==> config.mk <==
export PLATFORM = sky130hd
export DESIGN_NAME = instruction_fetch_unit
export DESIGN_NICKNAME = d
export VERILOG_FILES = /design/src/rtl/instruction_fetch_unit.sv
export SDC_FILE = /design/constraint.sdc
export NUM_CORES = 1
export LEC_CHECK = 0
export ABC_AREA = 1
export BUFFER_PORTS_ARGS = -buffer_cell sky130_fd_sc_hd__buf_2
export CORE_UTILIZATION = 51
export DETAILED_ROUTE_END_ITERATION = 12
export GPL_TIMING_DRIVEN = 0
export PLACE_DENSITY = 0.82
export SETUP_SLACK_MARGIN = 0.4
export SKIP_CTS_REPAIR_TIMING = 1
export SLEW_MARGIN = 20
export SYNTH_ARGS = -nofsm -noshare
export SYNTH_HDL_FRONTEND = slang
export SYNTH_SLANG_ARGS = --single-unit
==> constraint.sdc <==
create_clock -name clk -period 3 [get_ports clk]
set_clock_uncertainty 0.2 [all_clocks]
set_input_delay 0.6 -clock clk [delete_from_list [all_inputs] [get_ports clk]]
set_output_delay 0.6 -clock clk [all_outputs]
set_load 0.01 [all_outputs]
==> src/rtl/instruction_fetch_unit.sv <==
// Instruction fetch unit: one outstanding fetch, holds the instruction until the decoder takes it; 1-cycle capture, 1 instr per 2 cycles.
// Define FETCH_MISALIGN_TRAP_EN to halt on misaligned redirect targets; otherwise targets are word-aligned by dropping bits [1:0].
module instruction_fetch_unit #(
    parameter logic [31:0] RESET_VECTOR = 32'h0000_0000
) (
    input  logic        clk,
    input  logic        reset,
    output logic        imem_req,
    output logic [31:0] imem_addr,
    input  logic        imem_ready,
    input  logic [31:0] imem_rdata,
    output logic [31:0] instruction_register,
    output logic        instruction_valid,
    output logic [31:0] pc,
    input  logic        decode_ready,
    input  logic        redirect_valid,
    input  logic [31:0] redirect_target,
    output logic        fetch_misaligned
);

    localparam logic [31:0] NOP = 32'h0000_0013;

    typedef enum logic [1:0] {IDLE, REQUEST, HOLD, FAULT} state_t;

    state_t      state_q, state_d;
    logic [31:0] pc_q, pc_d;
    logic [31:0] ir_q, ir_d;
    logic        valid_q, valid_d;
    logic        req_q, req_d;
`ifdef FETCH_MISALIGN_TRAP_EN
    logic        mis_q, mis_d;
    logic        target_aligned;
    assign target_aligned = (redirect_target[1:0] == 2'b00);
`endif

    always_comb begin
        state_d = state_q;
        pc_d    = pc_q;
        ir_d    = ir_q;
        valid_d = valid_q;
`ifdef FETCH_MISALIGN_TRAP_EN
        mis_d   = mis_q;
`endif
        case (state_q)
            IDLE: state_d = REQUEST;
            REQUEST, HOLD: begin
                if (redirect_valid) begin
                    valid_d = 1'b0;
`ifdef FETCH_MISALIGN_TRAP_EN
                    pc_d = redirect_target;
                    if (target_aligned) begin
                        state_d = REQUEST;
                    end else begin
                        state_d = FAULT;
                        mis_d   = 1'b1;
                    end
`else
                    pc_d    = redirect_target & 32'hFFFF_FFFC;
                    state_d = REQUEST;
`endif
                end else if (state_q == REQUEST && imem_ready) begin
                    ir_d    = imem_rdata;
                    valid_d = 1'b1;
                    state_d = HOLD;
                end else if (state_q == HOLD && decode_ready) begin
                    pc_d    = pc_q + 32'd4;
                    valid_d = 1'b0;
                    state_d = REQUEST;
                end
            end
            FAULT: begin
`ifdef FETCH_MISALIGN_TRAP_EN
                // Only an aligned redirect restarts fetching; misaligned ones just move pc.
                if (redirect_valid) begin
                    pc_d = redirect_target;
                    if (target_aligned) begin
                        mis_d   = 1'b0;
                        state_d = REQUEST;
                    end
                end
`else
                state_d = REQUEST;
`endif
            end
            default: state_d = IDLE;
        endcase
        req_d = (state_d == REQUEST);
    end

    always_ff @(posedge clk) begin
        if (reset) begin
            state_q <= IDLE;
            pc_q    <= RESET_VECTOR;
            ir_q    <= NOP;
            valid_q <= 1'b0;
            req_q   <= 1'b0;
`ifdef FETCH_MISALIGN_TRAP_EN
            mis_q   <= 1'b0;
`endif
        end else begin
            state_q <= state_d;
            pc_q    <= pc_d;
            ir_q    <= ir_d;
            valid_q <= valid_d;
            req_q   <= req_d;
`ifdef FETCH_MISALIGN_TRAP_EN
            mis_q   <= mis_d;
`endif
        end
    end

    assign imem_req             = req_q;
    assign imem_addr            = pc_q;
    assign pc                   = pc_q;
    assign instruction_register = ir_q;
    assign instruction_valid    = valid_q;
`ifdef FETCH_MISALIGN_TRAP_EN
    assign fetch_misaligned     = mis_q;
`else
    assign fetch_misaligned     = 1'b0;
`endif

endmodule

==> impl_metrics.prom <==
# TYPE chip_impl_metric gauge
chip_impl_metric{name="synthesis.yosys.warnings",unit=""} 0
chip_impl_metric{name="ff2ff_setup_slack",unit="ps"} 890
chip_impl_metric{name="antenna_viol_nets_final",unit=""} 0
chip_impl_metric{name="layout-area-overhead-vs-synth",unit="%"} 31.3
chip_impl_metric{name="async_flop_share",unit="%"} 0
chip_impl_metric{name="finalSetupViolations",unit=""} 0
chip_impl_info{name="synth_ff_type",value="sky130_fd_sc_hd__dfxtp_1"} 1
chip_impl_metric{name="synth-seq-area-share",unit="%"} 35.6
chip_impl_metric{name="period_minus_slack",unit="ps"} 2110
chip_impl_metric{name="setup_tns",unit="ps"} 0
chip_impl_metric{name="clkTransAtPathRegs",unit="ps"} 80
chip_impl_metric{name="final_hold_vios",unit=""} 0
chip_impl_info{name="critical_path.startpoint_type",value="flip-flop"} 1
chip_impl_metric{name="vias",unit=""} 4348
chip_impl_metric{name="fin_area",unit="mm^2"} 0.00487
chip_impl_info{name="hold_path_startpoint",value="imem_rdata[4]"} 1
chip_impl_metric{name="drt-initial-drc-count",unit=""} 252
chip_impl_info{name="path_cells",value="inv_1 -> ha_1 -> inv_1 -> nand3_4 -> clkbuf_1 -> nor2_1 -> nor2_1 -> nor2_1"} 1
chip_impl_metric{name="tightest_slew",unit="ps"} 587
chip_impl_metric{name="cts_max_level",unit=""} 3
chip_impl_metric{name="placedInstanceArea",unit="mm^2"} 0.00465
chip_impl_metric{name="wl_per_cell",unit="um"} 13.0
chip_impl_info{name="crit_path_end_kind",value="flip-flop"} 1
chip_impl_metric{name="die-height",unit="um"} 87.3
chip_impl_metric{name="gr-usage-met1",unit="%"} 33.7
chip_impl_metric{name="start_util",unit="%"} 53.7
chip_impl_metric{name="placed_cells",unit=""} 843
chip_impl_info{name="cts_tree",value="yes"} 1
chip_impl_info{name="post-synth-top-area-cell",value="sky130_fd_sc_hd__dfxtp_1"} 1
chip_impl_metric{name="detailed_place_hpwl",unit="mm"} 8.39
chip_impl_metric{name="max_stage_delay",unit="ps"} 460
chip_impl_metric{name="post_synth.cell_area_avg",unit="um^2"} 6.37
chip_impl_info{name="clockRootBuffer",value="sky130_fd_sc_hd__clkbuf_8"} 1
chip_impl_metric{name="overflow",unit=""} 0
chip_impl_info{name="dominant_combinational_cell_family_by_area_after_synthesis",value="simple AND/OR/NAND/NOR gates"} 1
chip_impl_info{name="outcome",value="finished clean"} 1
chip_impl_metric{name="postSynthRegisterBits",unit=""} 66
chip_impl_info{name="cp_top_family",value="buffers and inverters"} 1
chip_impl_info{name="worst_path_most_repeated_cell",value="sky130_fd_sc_hd__nor2_1"} 1
chip_impl_metric{name="drv.max_cap_violation_count",unit=""} 0
chip_impl_metric{name="io_pins",unit=""} 168
chip_impl_info{name="worst_path_max_delay_cell",value="sky130_fd_sc_hd__clkbuf_1"} 1
chip_impl_metric{name="antenna_cells",unit=""} 0
chip_impl_metric{name="synth.area.mux_share",unit="%"} 0
chip_impl_metric{name="die-width",unit="um"} 87.3
chip_impl_metric{name="cts_buffers",unit=""} 9
chip_impl_metric{name="p_leak",unit="nW"} 2.38
chip_impl_metric{name="report.final.slew_viol_count",unit=""} 0
chip_impl_info{name="timing.hold.worst_endpoint",value="instruction_register[4]"} 1
chip_impl_metric{name="core_area",unit="mm^2"} 0.00691
chip_impl_metric{name="detail_route.first_pass.iterations",unit=""} 5
chip_impl_metric{name="number_of_buffers_added_on_ports",unit=""} 160
chip_impl_info{name="worstReg2RegStart",value="state_q[0]"} 1
chip_impl_metric{name="arrival",unit="ps"} 2130
chip_impl_metric{name="antenna_violations_before_repair",unit=""} 0
chip_impl_metric{name="groute.layer.met3.usage",unit="%"} 7.11
chip_impl_metric{name="rows",unit=""} 30
chip_impl_metric{name="worst_path_required_time",unit="ps"} 3020
chip_impl_metric{name="drc_errors",unit=""} 0
chip_impl_metric{name="yosys.area_share.xor_xnor",unit="%"} 0.236
chip_impl_metric{name="grt_pass1_vias",unit=""} 4059
chip_impl_metric{name="max_freq",unit="MHz"} 473
chip_impl_metric{name="grt_max_degree",unit=""} 13
chip_impl_metric{name="drive_gt1_share",unit="%"} 30.9
chip_impl_metric{name="detail_route.vias_per_cell",unit=""} 5.06
chip_impl_info{name="critical_path_class",value="flip-flop to flip-flop"} 1
chip_impl_metric{name="dieArea",unit="mm^2"} 0.00762
chip_impl_metric{name="cts.path.max_buffers",unit=""} 2
chip_impl_metric{name="track_usage",unit="%"} 30.1
chip_impl_metric{name="clk_latency",unit="ps"} 350
chip_impl_info{name="rsz0062_at_grt",value="no"} 1
chip_impl_metric{name="fin_crit_sh",unit="%"} 70.5
chip_impl_info{name="top_usage_layer",value="met2"} 1
chip_impl_metric{name="synth-simple-area-share",unit="%"} 35.8
chip_impl_info{name="worstHoldPathType",value="input pin to flip-flop"} 1
chip_impl_metric{name="synth-compound-area-share",unit="%"} 13.8
chip_impl_metric{name="synth_edf_count",unit=""} 0
chip_impl_metric{name="finalNonFillerCells",unit=""} 859
chip_impl_metric{name="final.fill_count",unit=""} 649
chip_impl_metric{name="grt_first_pass_wirelength",unit="mm"} 17.9
chip_impl_metric{name="synthesized_cell_area",unit="mm^2"} 0.00371
chip_impl_metric{name="drt_wl_total",unit="mm"} 11.1
chip_impl_metric{name="design.final.nets",unit=""} 830
chip_impl_metric{name="powerDensity",unit="mW/mm^2"} 442
chip_impl_metric{name="synth_fa_ha_area_share",unit="%"} 1.01
chip_impl_metric{name="whs_path_depth",unit=""} 3
chip_impl_metric{name="netlist_instances",unit=""} 583
chip_impl_metric{name="reg2reg_depth",unit=""} 8
chip_impl_metric{name="gr-usage-met2",unit="%"} 53.6
chip_impl_info{name="post_synth_main_area_contributors",value="sky130_fd_sc_hd__dfxtp_1 36%, sky130_fd_sc_hd__nand2_1 14%, sky130_fd_sc_hd__nor2_1 13%"} 1
chip_impl_metric{name="vdd_ir_drop_max",unit="mV"} 0.386
chip_impl_metric{name="max-slew-margin-rel",unit="%"} 60.8
chip_impl_metric{name="clkSinkCount",unit=""} 66
chip_impl_metric{name="yosys.area.top_type_share",unit="%"} 35.6
chip_impl_metric{name="gpl.final_weighted_congestion",unit=""} 0.967
chip_impl_metric{name="crit_path_max_fanout",unit=""} 10
chip_impl_info{name="r2r_path_end",value="imem_addr[5]"} 1
chip_impl_metric{name="worstPathBufferInverterCount",unit=""} 3
chip_impl_metric{name="netlist-cell-type-count",unit=""} 29
## synthesized netlist by cell type, types with 3 or more instances
cell,n
sky130_fd_sc_hd__nand2_1,140
sky130_fd_sc_hd__nor2_1,124
sky130_fd_sc_hd__dfxtp_1,66
sky130_fd_sc_hd__o21ai_0,52
sky130_fd_sc_hd__buf_4,36
sky130_fd_sc_hd__inv_1,35
sky130_fd_sc_hd__a21oi_1,34
sky130_fd_sc_hd__nand3_1,32
sky130_fd_sc_hd__clkbuf_1,15
sky130_fd_sc_hd__buf_2,6
sky130_fd_sc_hd__nor2_4,5
sky130_fd_sc_hd__nor3_1,5
sky130_fd_sc_hd__o31ai_1,5
sky130_fd_sc_hd__nand2_2,4
sky130_fd_sc_hd__nor2_2,4
sky130_fd_sc_hd__a31oi_1,3
sky130_fd_sc_hd__ha_1,3
## area by class of cell
class / count / area [um^2] / area share (%)
Multi-Input combinational cell: 426 / 1910 / 39.1
Sequential cell: 66 / 1320 / 27.1
Timing Repair Buffer: 160 / 801 / 16.4
Buffer: 58 / 360 / 7.39
Inverter: 37 / 139 / 2.85
Clock buffer: 10 / 138 / 2.82
Tap cell: 96 / 120 / 2.46
Clock inverter: 6 / 88.8 / 1.82
## cells by family (layout without fill, tap and decap cells)
| group | count (synthesis) | count (layout) |
|---|---|---|
| AO/OA/AOI/OAI | 98 | 98 |
| buffers and inverters | 95 | 271 |
| adder cells (fa/ha/maj) | 3 | 3 |
| other | 1 | 5 |
| flip-flops | 66 | 66 |
| XOR/XNOR | 1 | 1 |
| AND/OR/NAND/NOR | 319 | 319 |
## routing by layer
| metal | routed length (um) | part of all wire (%) | vias to the layer above |
|---|---|---|---|
| li1 | - | - | 2168 |
| met1 | 4410 | 40 | 1945 |
| met2 | 5430 | 49 | 207 |
| met3 | 947 | 8.5 | 28 |
| met4 | 354 | 3.2 | 0 |
| met5 | 0 | 0 | - |
## where the power goes
group / total [W] / leakage [nW] / internal (W) / switching, W
clock network: 0.000873 / 0.109 / 0.000492 / 0.000380
registers: 0.000954 / 0.537 / 0.000913 / 0.0000414
logic: 0.000327 / 1.73 / 0.000145 / 0.000182
total: 0.00215 / 2.38 / 0.00155 / 0.000603
## worst reg2reg max path: stages (launching register included)
cell                       delay, ps
sky130_fd_sc_hd__dfxtp_1         370
sky130_fd_sc_hd__inv_1            60
sky130_fd_sc_hd__ha_1            370
sky130_fd_sc_hd__inv_1           130
sky130_fd_sc_hd__nand3_4         140
sky130_fd_sc_hd__clkbuf_1        460
sky130_fd_sc_hd__nor2_1          110
sky130_fd_sc_hd__nor2_1          110
sky130_fd_sc_hd__nor2_1           40
## cell usage in the layout, fill, tap and decap left out, types with 15 or more instances in the layout
master,n
sky130_fd_sc_hd__clkbuf_1,15
sky130_fd_sc_hd__a21oi_1,34
sky130_fd_sc_hd__buf_4,36
sky130_fd_sc_hd__o21ai_0,52
sky130_fd_sc_hd__nand2_1,140
sky130_fd_sc_hd__dfxtp_1,66
sky130_fd_sc_hd__nor2_1,124
sky130_fd_sc_hd__nand3_1,32
sky130_fd_sc_hd__buf_2,166
sky130_fd_sc_hd__inv_1,35
## flip-flops by register name (all words and copies together) (netlist names)
| signal | count |
|---|---|
| instruction_valid | 1 |
| instruction_register | 32 |
| imem_req | 1 |
| imem_addr | 30 |
| state_q | 2 |
## how the worst max path moves through the flow
stage                          endpoint            from  cells after the start
after global placement     imem_addr[5]  redirect_valid                      8
after floorplan           imem_addr[20]    imem_addr[2]                     10
after CTS                  imem_addr[5]      state_q[0]                      8
final                      imem_addr[5]      state_q[0]                      8
after global routing      imem_addr[28]    imem_addr[2]                     10
after detailed placement   imem_addr[5]  redirect_valid                      8
## metrics by stage
stage | util (%) | hold WS, ps | setup slack, ps | power (W)
2_1_floorplan | - | 290 | 1270 | 0.00116
3_3_place_gp | 67.3 | 238 | 887 | 0.00129
3_5_place_dp | 67.3 | 252 | 878 | 0.00130
4_1_cts | 70.6 | 264 | 935 | 0.00215
5_1_grt | 70.6 | 270 | 725 | 0.00223
6_report | 70.6 | 265 | 886 | 0.00215
No activity file was read; power rests on OpenSTA's default activity.
